--- src/rtl/spi_target_core.sv ---
// ---------------------------------------------------------------------------
// spi_target_core
//
// SPI target (slave) for the link driven by the team's SCLK generator. SCLK,
// CS_N and MOSI are oversampled in the i_clk domain. The core supports all
// four CPOL/CPHA modes and a per-frame word length. Received words are
// presented on o_rx_data with a one-cycle o_rx_valid pulse. Words to send
// come from a one-entry holding register, which is written with a
// valid/ready handshake.
//
// Optional build feature:
//   SPI_TGT_LSB_FIRST_EN  adds input i_lsb_first, which selects LSB-first
//                         shifting. It is latched when CS falls.
//
// Ports:
//   i_clk, i_rst          system clock, asynchronous active-high reset
//   i_cpol, i_cpha        SPI mode, latched when CS falls
//   i_frame_len           bits per word (0 or > MAX_W means MAX_W)
//   i_sclk, i_cs_n, i_mosi  asynchronous SPI pins from the initiator
//   o_miso, o_miso_oe     serial data out and its output enable
//   i_tx_data, i_tx_valid, o_tx_ready   TX holding-register write handshake
//   o_tx_underrun         pulse: a word load found the holding register empty
//   o_rx_data, o_rx_valid last complete word (right-aligned) and update pulse
//   o_frame_err           pulse: CS rose in the middle of a word
// ---------------------------------------------------------------------------
module spi_target_core #(
  parameter int MAX_W = 32
) (
  input  logic             i_clk,
  input  logic             i_rst,
  input  logic             i_cpol,
  input  logic             i_cpha,
  input  logic [5:0]       i_frame_len,
  input  logic             i_sclk,
  input  logic             i_cs_n,
  input  logic             i_mosi,
`ifdef SPI_TGT_LSB_FIRST_EN
  input  logic             i_lsb_first,
`endif
  output logic             o_miso,
  output logic             o_miso_oe,
  input  logic [MAX_W-1:0] i_tx_data,
  input  logic             i_tx_valid,
  output logic             o_tx_ready,
  output logic             o_tx_underrun,
  output logic [MAX_W-1:0] o_rx_data,
  output logic             o_rx_valid,
  output logic             o_frame_err
);

  localparam logic [6:0] MAX_LEN = 7'(MAX_W);

  typedef enum logic {IDLE, ACTIVE} state_t;

  state_t state_q, state_d;

  logic sclk_meta, sclk_s, sclk_d;
  logic cs_meta, cs_s;
  logic mosi_meta, mosi_s;

  logic cpol_l, cpha_l, lsb_l, lsb_sel;
  logic [6:0] len_l, len_in, load_len;
  logic [6:0] bit_cnt;
  logic first;

  logic lead_edge, trail_edge, sample_now, shift_now;
  logic sample_evt, shift_evt, mosi_evt;

  logic start_frame, end_frame, active_run, word_done, load_now, load_lsb;

  logic [MAX_W-1:0] rx_shift, rx_in, rx_mask, rx_word, mosi_bit;
  logic [MAX_W-1:0] tx_shift, tx_hold, load_word, load_shift;
  logic tx_full;

`ifdef SPI_TGT_LSB_FIRST_EN
  assign lsb_sel = i_lsb_first;
`else
  assign lsb_sel = 1'b0;
`endif

  // Two-flop synchronizers on the asynchronous pins. sclk_d keeps the
  // previous synchronized SCLK level so that edges can be detected.
  always_ff @(posedge i_clk or posedge i_rst) begin
    if (i_rst) begin
      sclk_meta <= 1'b0;
      sclk_s    <= 1'b0;
      sclk_d    <= 1'b0;
      cs_meta   <= 1'b1;
      cs_s      <= 1'b1;
      mosi_meta <= 1'b0;
      mosi_s    <= 1'b0;
    end else begin
      sclk_meta <= i_sclk;
      sclk_s    <= sclk_meta;
      sclk_d    <= sclk_s;
      cs_meta   <= i_cs_n;
      cs_s      <= cs_meta;
      mosi_meta <= i_mosi;
      mosi_s    <= mosi_meta;
    end
  end

  // Leading and trailing edges are defined relative to the latched idle
  // level. CPHA selects which of the two edges samples MOSI; the other
  // edge shifts MISO.
  always_comb begin
    lead_edge  = (sclk_d == cpol_l) && (sclk_s != cpol_l);
    trail_edge = (sclk_d != cpol_l) && (sclk_s == cpol_l);
    sample_now = cpha_l ? trail_edge : lead_edge;
    shift_now  = cpha_l ? lead_edge  : trail_edge;
  end

  // Edge-event register. MOSI is captured in the same cycle as its edge.
  always_ff @(posedge i_clk or posedge i_rst) begin
    if (i_rst) begin
      sample_evt <= 1'b0;
      shift_evt  <= 1'b0;
      mosi_evt   <= 1'b0;
    end else begin
      sample_evt <= (state_q == ACTIVE) && sample_now;
      shift_evt  <= (state_q == ACTIVE) && shift_now;
      mosi_evt   <= mosi_s;
    end
  end

  // FSM state register.
  always_ff @(posedge i_clk or posedge i_rst) begin
    if (i_rst) state_q <= IDLE;
    else       state_q <= state_d;
  end

  // Frame start and end come from the synchronized chip select only. SCLK
  // edges have no effect in IDLE.
  always_comb begin
    state_d     = state_q;
    start_frame = 1'b0;
    end_frame   = 1'b0;
    case (state_q)
      IDLE: begin
        if (!cs_s) begin
          state_d     = ACTIVE;
          start_frame = 1'b1;
        end
      end
      ACTIVE: begin
        if (cs_s) begin
          state_d   = IDLE;
          end_frame = 1'b1;
        end
      end
      default: state_d = IDLE;
    endcase
  end

  // Word length, word completion, and the data presented to the holding
  // register and shifters. In MSB-first mode the TX word is left-aligned,
  // so MISO always comes from the top bit whatever the length.
  always_comb begin
    len_in     = ((i_frame_len == 6'd0) || ({1'b0, i_frame_len} > MAX_LEN))
                 ? MAX_LEN : {1'b0, i_frame_len};
    active_run = (state_q == ACTIVE) && !cs_s;
    word_done  = active_run && sample_evt && (bit_cnt == (len_l - 7'd1));
    load_now   = start_frame || word_done;
    load_len   = start_frame ? len_in : len_l;
    load_lsb   = start_frame ? lsb_sel : lsb_l;
    load_word  = tx_full ? tx_hold : {MAX_W{1'b1}};
    load_shift = load_lsb ? load_word : (load_word << (MAX_LEN - load_len));

    mosi_bit   = {{(MAX_W-1){1'b0}}, mosi_evt} << (len_l - 7'd1);
    rx_in      = lsb_l ? ((rx_shift >> 1) | mosi_bit)
                       : {rx_shift[MAX_W-2:0], mosi_evt};
    rx_mask    = ~({MAX_W{1'b1}} << len_l);
    rx_word    = rx_in & rx_mask;
  end

  // Receive path, bit counter and frame-level status. The frame
  // configuration is captured only when CS falls.
  always_ff @(posedge i_clk or posedge i_rst) begin
    if (i_rst) begin
      cpol_l      <= 1'b0;
      cpha_l      <= 1'b0;
      lsb_l       <= 1'b0;
      len_l       <= MAX_LEN;
      bit_cnt     <= 7'd0;
      first       <= 1'b1;
      rx_shift    <= '0;
      o_rx_data   <= '0;
      o_rx_valid  <= 1'b0;
      o_frame_err <= 1'b0;
    end else begin
      o_rx_valid  <= 1'b0;
      o_frame_err <= 1'b0;
      if (start_frame) begin
        cpol_l   <= i_cpol;
        cpha_l   <= i_cpha;
        lsb_l    <= lsb_sel;
        len_l    <= len_in;
        bit_cnt  <= 7'd0;
        first    <= 1'b1;
        rx_shift <= '0;
      end
      if (end_frame && (bit_cnt != 7'd0))
        o_frame_err <= 1'b1;
      if (active_run && sample_evt) begin
        if (word_done) begin
          o_rx_data  <= rx_word;
          o_rx_valid <= 1'b1;
          bit_cnt    <= 7'd0;
          first      <= 1'b1;
          rx_shift   <= '0;
        end else begin
          rx_shift <= rx_in;
          bit_cnt  <= bit_cnt + 7'd1;
          first    <= 1'b0;
        end
      end
    end
  end

  // TX shifter and holding register. A word load takes priority over a
  // shift. The shift edge that comes right after a load (or after CS falls)
  // is skipped so that the first bit stays on MISO. When a load and a write
  // happen in the same cycle, the load sees the old (empty) holding state
  // and the written word stays in the holding register.
  always_ff @(posedge i_clk or posedge i_rst) begin
    if (i_rst) begin
      tx_shift      <= '0;
      tx_hold       <= '0;
      tx_full       <= 1'b0;
      o_tx_underrun <= 1'b0;
    end else begin
      o_tx_underrun <= 1'b0;
      if (load_now)
        tx_shift <= load_shift;
      else if (active_run && shift_evt && !first)
        tx_shift <= lsb_l ? (tx_shift >> 1) : (tx_shift << 1);
      if (load_now) begin
        if (tx_full) tx_full       <= 1'b0;
        else         o_tx_underrun <= 1'b1;
      end
      if (i_tx_valid && !tx_full) begin
        tx_hold <= i_tx_data;
        tx_full <= 1'b1;
      end
    end
  end

  assign o_miso     = lsb_l ? tx_shift[0] : tx_shift[MAX_W-1];
  assign o_miso_oe  = ~cs_s;
  assign o_tx_ready = ~tx_full;

endmodule

--- config.mk ---
export PLATFORM = sky130hd
export DESIGN_NAME = spi_target_core
export DESIGN_NICKNAME = d
export VERILOG_FILES = /design/src/rtl/spi_target_core.sv
export SDC_FILE = /design/constraint.sdc
export NUM_CORES = 1
export LEC_CHECK = 0
export ABC_AREA = 1
export CORE_MARGIN = 4
export CORE_UTILIZATION = 50
export CTS_CLUSTER_SIZE = 24
export DETAILED_ROUTE_END_ITERATION = 8
export GPL_TIMING_DRIVEN = 0
export PLACE_DENSITY = 0.81
export REMOVE_ABC_BUFFERS = 1
export SETUP_SLACK_MARGIN = 0.5
export SKIP_LAST_GASP = 1
export SYNTH_ARGS = -nofsm -noshare
export SYNTH_HDL_FRONTEND = slang
export SYNTH_SLANG_ARGS = --single-unit
--- constraint.sdc ---
create_clock -name i_clk -period 10.2 [get_ports i_clk]
set_input_delay 2.04 -clock i_clk [delete_from_list [all_inputs] [get_ports i_clk]]
set_output_delay 2.04 -clock i_clk [all_outputs]
set_load 0.005 [all_outputs]
==> impl_metrics.env <==
export IMPL_syn_avg_cell_area_um2=6.96
export IMPL_cts_hold_bufs=0
export IMPL_final_antenna_net_count=0
export IMPL_post_synth_num_cell_types=49
export IMPL_final_common_cell="sky130_fd_sc_hd__nand2_1"
export IMPL_route_detailed_drc=0
export IMPL_clock_tree_buf_depth=2
export IMPL_placed_cell_area_um2=11100
export IMPL_yosys_area_top_type_share_pct=38.5
export IMPL_hold_class="flip-flop to flip-flop"
export IMPL_yosys_area_share_adder_pct=0.490
export IMPL_power_switching_share_pct=40.8
export IMPL_num_nets_final=1536
export IMPL_routedWlPerCell_um=17.4
export IMPL_worst_r2r_startpoint="state_q$_DFF_PP0_"
export IMPL_area_of_all_placed_cells_without_fillers_um2=11700
export IMPL_yosys_mux_area_fraction_pct=1.25
export IMPL_path_cells="clkdlybuf4s50_1, nor2_2, nand2_1, o21ai_4, buf_12, inv_2, ha_1, clkinv_1, nand3_1, nand3_1, nand2_1, nand2_1, nand3_1, nand3_1, nand2_1, nand2_1"
export IMPL_grt_start_max_net_pins=133
export IMPL_ios=84
export IMPL_cell_area_after_synthesis_um2=10200
export IMPL_path_class="input port to flip-flop"
export IMPL_static_leakage_power_nw=5.31
export IMPL_layout_worst_path_cycle_share_pct=69.9
export IMPL_synth_yosys_seq_area_share_pct=39.5
export IMPL_final_layout_size_suffix_gt1_share_pct=6.60
export IMPL_gpl_final_weighted_congestion=0.960
export IMPL_fp_row_count=51
export IMPL_routed_via_count=10500
export IMPL_grt_antenna_before_repair=1
export IMPL_crit_start="i_frame_len[5]"
export IMPL_timing_critical_path_to="tx_shift[28]$_DFFE_PP0P_"
export IMPL_rsz0062_at_grt="false"
export IMPL_core_footprint_um2=19800
export IMPL_chipWidth_um=151
export IMPL_die_area_um2=22800
export IMPL_worstPathRequired_ns=10.53
export IMPL_synth_largest_area_cell="sky130_fd_sc_hd__dfrtp_1"
export IMPL_finalSetupTns_ns=0
export IMPL_irDropWorstVdd_v=0.000129
export IMPL_path_common_cell="sky130_fd_sc_hd__nand2_1"
export IMPL_critical_path_slowest_cell="sky130_fd_sc_hd__clkinv_1"
export IMPL_share_seq_of_total_power_pct=34.8
export IMPL_timing_hold_violations_final=0
export IMPL_worstSkewPairLatency_ns=0.44
export IMPL_setup_violations_final=0
export IMPL_crit_cells=16
export IMPL_reg2regPathDepth=14
export IMPL_yosys_area_share_xor_xnor_pct=1.18
export IMPL_cts_resized=0
export IMPL_detail_route_wirelength_mm=30.6
export IMPL_share_of_flip_flops_with_an_asynchronous_set_or_reset_after_synthesis_pct=100
export IMPL_fin_ws_ns=3.07
export IMPL_synth_top_family_by_area="simple AND/OR/NAND/NOR gates"
export IMPL_timing_fmax_mhz=140
export IMPL_clkSinkCount=161
export IMPL_initialDrtViolationCount=1690
export IMPL_initial_core_util_pct=51.6
export IMPL_cts_post_setup_buffers_inserted=0
export IMPL_cap_viol_max_count=0
export IMPL_first_pass_grt_wire_length_mm=50.2
export IMPL_power_net_switching_uw=915
export IMPL_postSynthRegisterBits=161
export IMPL_clk_pin_slew_worst_paths_ns=0.07
export IMPL_p_int_mw=1.33
export IMPL_port_buffers=83
export IMPL_cpLargestDelayFamily="buffers and inverters"
export IMPL_grt_overflow=0
export IMPL_detail_route_first_pass_iterations=6
export IMPL_synthCells=1467
export IMPL_detailed_place_hpwl_mm=21.3
export IMPL_yosys_area_share_simple_pct=33.8
export IMPL_finalClockSkew_ns=0.0128
export IMPL_run_status="complete, no violations"
export IMPL_drt_vias_per_instance=5.94
export IMPL_setup_worst_path_end_class="flip-flop"
export IMPL_synth_area_top_cells="sky130_fd_sc_hd__dfrtp_1 38%, sky130_fd_sc_hd__nand2_1 15%, sky130_fd_sc_hd__nand3_1 12%"
export IMPL_slew_violations=0
export IMPL_cp_arrival_ns=7.45
export IMPL_start_kind="input port"
export IMPL_p_comb_share_pct=36.6
export IMPL_antenna_cells_inserted=0
export IMPL_critical_path_peak_fanout=40
export IMPL_crit_reg2reg_capture="tx_shift[28]$_DFFE_PP0P_"
export IMPL_synth_edf_count=0
export IMPL_final_min_clock_period_ns=7.13
export IMPL_power_density_cell_area_nw_per_um2=191
export IMPL_tritoncts="built"
export IMPL_vias_in_the_first_global_route=9644
export IMPL_cts_buffers=17
export IMPL_die_height_um=151
export IMPL_clock_tree_root_cell="sky130_fd_sc_hd__clkbuf_16"
export IMPL_worst_r2r_setup_slack_ns=4.47
export IMPL_maxSlewHeadroom_pct=13.8
export IMPL_place_ws_ns=2.87
export IMPL_grtUsageTotal_pct=27.5
export IMPL_crit_buf_inv=4
export IMPL_most_used_dff_post_synth="sky130_fd_sc_hd__dfrtp_1"
export IMPL_clockPowerShare_pct=28.6
export IMPL_synth_compound_area_share_pct=15.1
export IMPL_mostFrequentLayoutCells="401 x sky130_fd_sc_hd__nand2_1, 239 x sky130_fd_sc_hd__nand3_1, 156 x sky130_fd_sc_hd__dfrtp_1"
export IMPL_synth_warnings=0
export IMPL_htree_num_levels=4
export IMPL_area_growth_synth_to_final_pct=14.9
export IMPL_slew_at_the_pin_closest_to_its_max_slew_limit_ns=1.29
export IMPL_slowest_stage_delay_on_critical_path_ns=1.34
how the worst min path moves through the flow:
stage / to / start / depth (start not counted)
2_1_floorplan: mosi_evt$_DFF_PP0_ / mosi_s$_DFF_PP0_ / 0
3_3_place_gp: sclk_s$_DFF_PP0_ / sclk_meta$_DFF_PP0_ / 0
3_5_place_dp: mosi_s$_DFF_PP0_ / mosi_meta$_DFF_PP0_ / 0
4_1_cts: mosi_s$_DFF_PP0_ / mosi_meta$_DFF_PP0_ / 0
5_1_grt: cs_s$_DFF_PP1_ / cs_meta$_DFF_PP1_ / 0
6_report: mosi_s$_DFF_PP0_ / mosi_meta$_DFF_PP0_ / 0
metrics by stage:
step	total power, mW	cells	util, %	hold slack (ns)
2_1_floorplan	1.34	1379	-	0.331
3_3_place_gp	1.56	1727	55.4	0.333
3_5_place_dp	1.59	1732	56.3	0.336
4_1_cts	2.23	1764	59.3	0.351
5_1_grt	2.38	1764	59.3	0.358
6_report	2.24	1764	59.3	0.350
cells by family after synthesis:
group / after synthesis
AND/OR/NAND/NOR: 790
XOR/XNOR: 12
AO/OA/AOI/OAI: 271
adder cells (fa/ha/maj): 4
multiplexers: 12
buffers and inverters: 217
flip-flops: 161
power by group through the flow:
stage                     logic (mW)  registers, mW  clock network [mW]
after floorplan                0.567          0.774                   0
after global placement         0.774          0.788                   0
after detailed placement       0.797          0.790                   0
after CTS                      0.802          0.779               0.647
after global routing           0.914          0.791               0.680
final                          0.820          0.780               0.641
cell usage after synthesis (5+ instances only):
| cell | instances |
|---|---|
| sky130_fd_sc_hd__clkinv_1 | 5 |
| sky130_fd_sc_hd__a21oi_1 | 52 |
| sky130_fd_sc_hd__buf_2 | 19 |
| sky130_fd_sc_hd__o211ai_1 | 22 |
| sky130_fd_sc_hd__mux2_2 | 6 |
| sky130_fd_sc_hd__dfrtp_1 | 157 |
| sky130_fd_sc_hd__nand3_1 | 239 |
| sky130_fd_sc_hd__o21ai_0 | 107 |
| sky130_fd_sc_hd__buf_1 | 10 |
| sky130_fd_sc_hd__xor2_1 | 8 |
| sky130_fd_sc_hd__a31oi_1 | 16 |
| sky130_fd_sc_hd__nand4_1 | 24 |
| sky130_fd_sc_hd__nand2_1 | 402 |
| sky130_fd_sc_hd__mux2i_1 | 6 |
| sky130_fd_sc_hd__a21oi_2 | 9 |
| sky130_fd_sc_hd__buf_6 | 5 |
| sky130_fd_sc_hd__nor2_1 | 97 |
| sky130_fd_sc_hd__inv_1 | 108 |
| sky130_fd_sc_hd__o21ai_1 | 24 |
| sky130_fd_sc_hd__o22ai_1 | 33 |
| sky130_fd_sc_hd__clkbuf_1 | 52 |
| sky130_fd_sc_hd__inv_2 | 15 |
state kept, by name, summed over array words and instances (netlist names), 7 cells and up:
signal     cells
tx_shift      32
tx_hold       32
rx_shift      32
o_rx_data     32
len_l          7
bit_cnt        7
area by class of cell:
class	count	area (um2)
inverters	129	493
fillers	1851	8060
clock inverters	13	146
repair buffers	88	953
flip-flops and latches	161	4040
clock buffers	19	433
multi-input cells	1089	5330
well taps	265	332
metal layers:
layer / vias up / global-route usage [%] / part of all wire [%]
met1: 4931 / 39.5 / 44
met5: - / 0 / 0.042
met3: 72 / 5.30 / 9.1
met4: 2 / 8.02 / 2.4
li1: 4943 / - / -
met2: 537 / 42.4 / 45
Power figures use the tool's default switching activity.
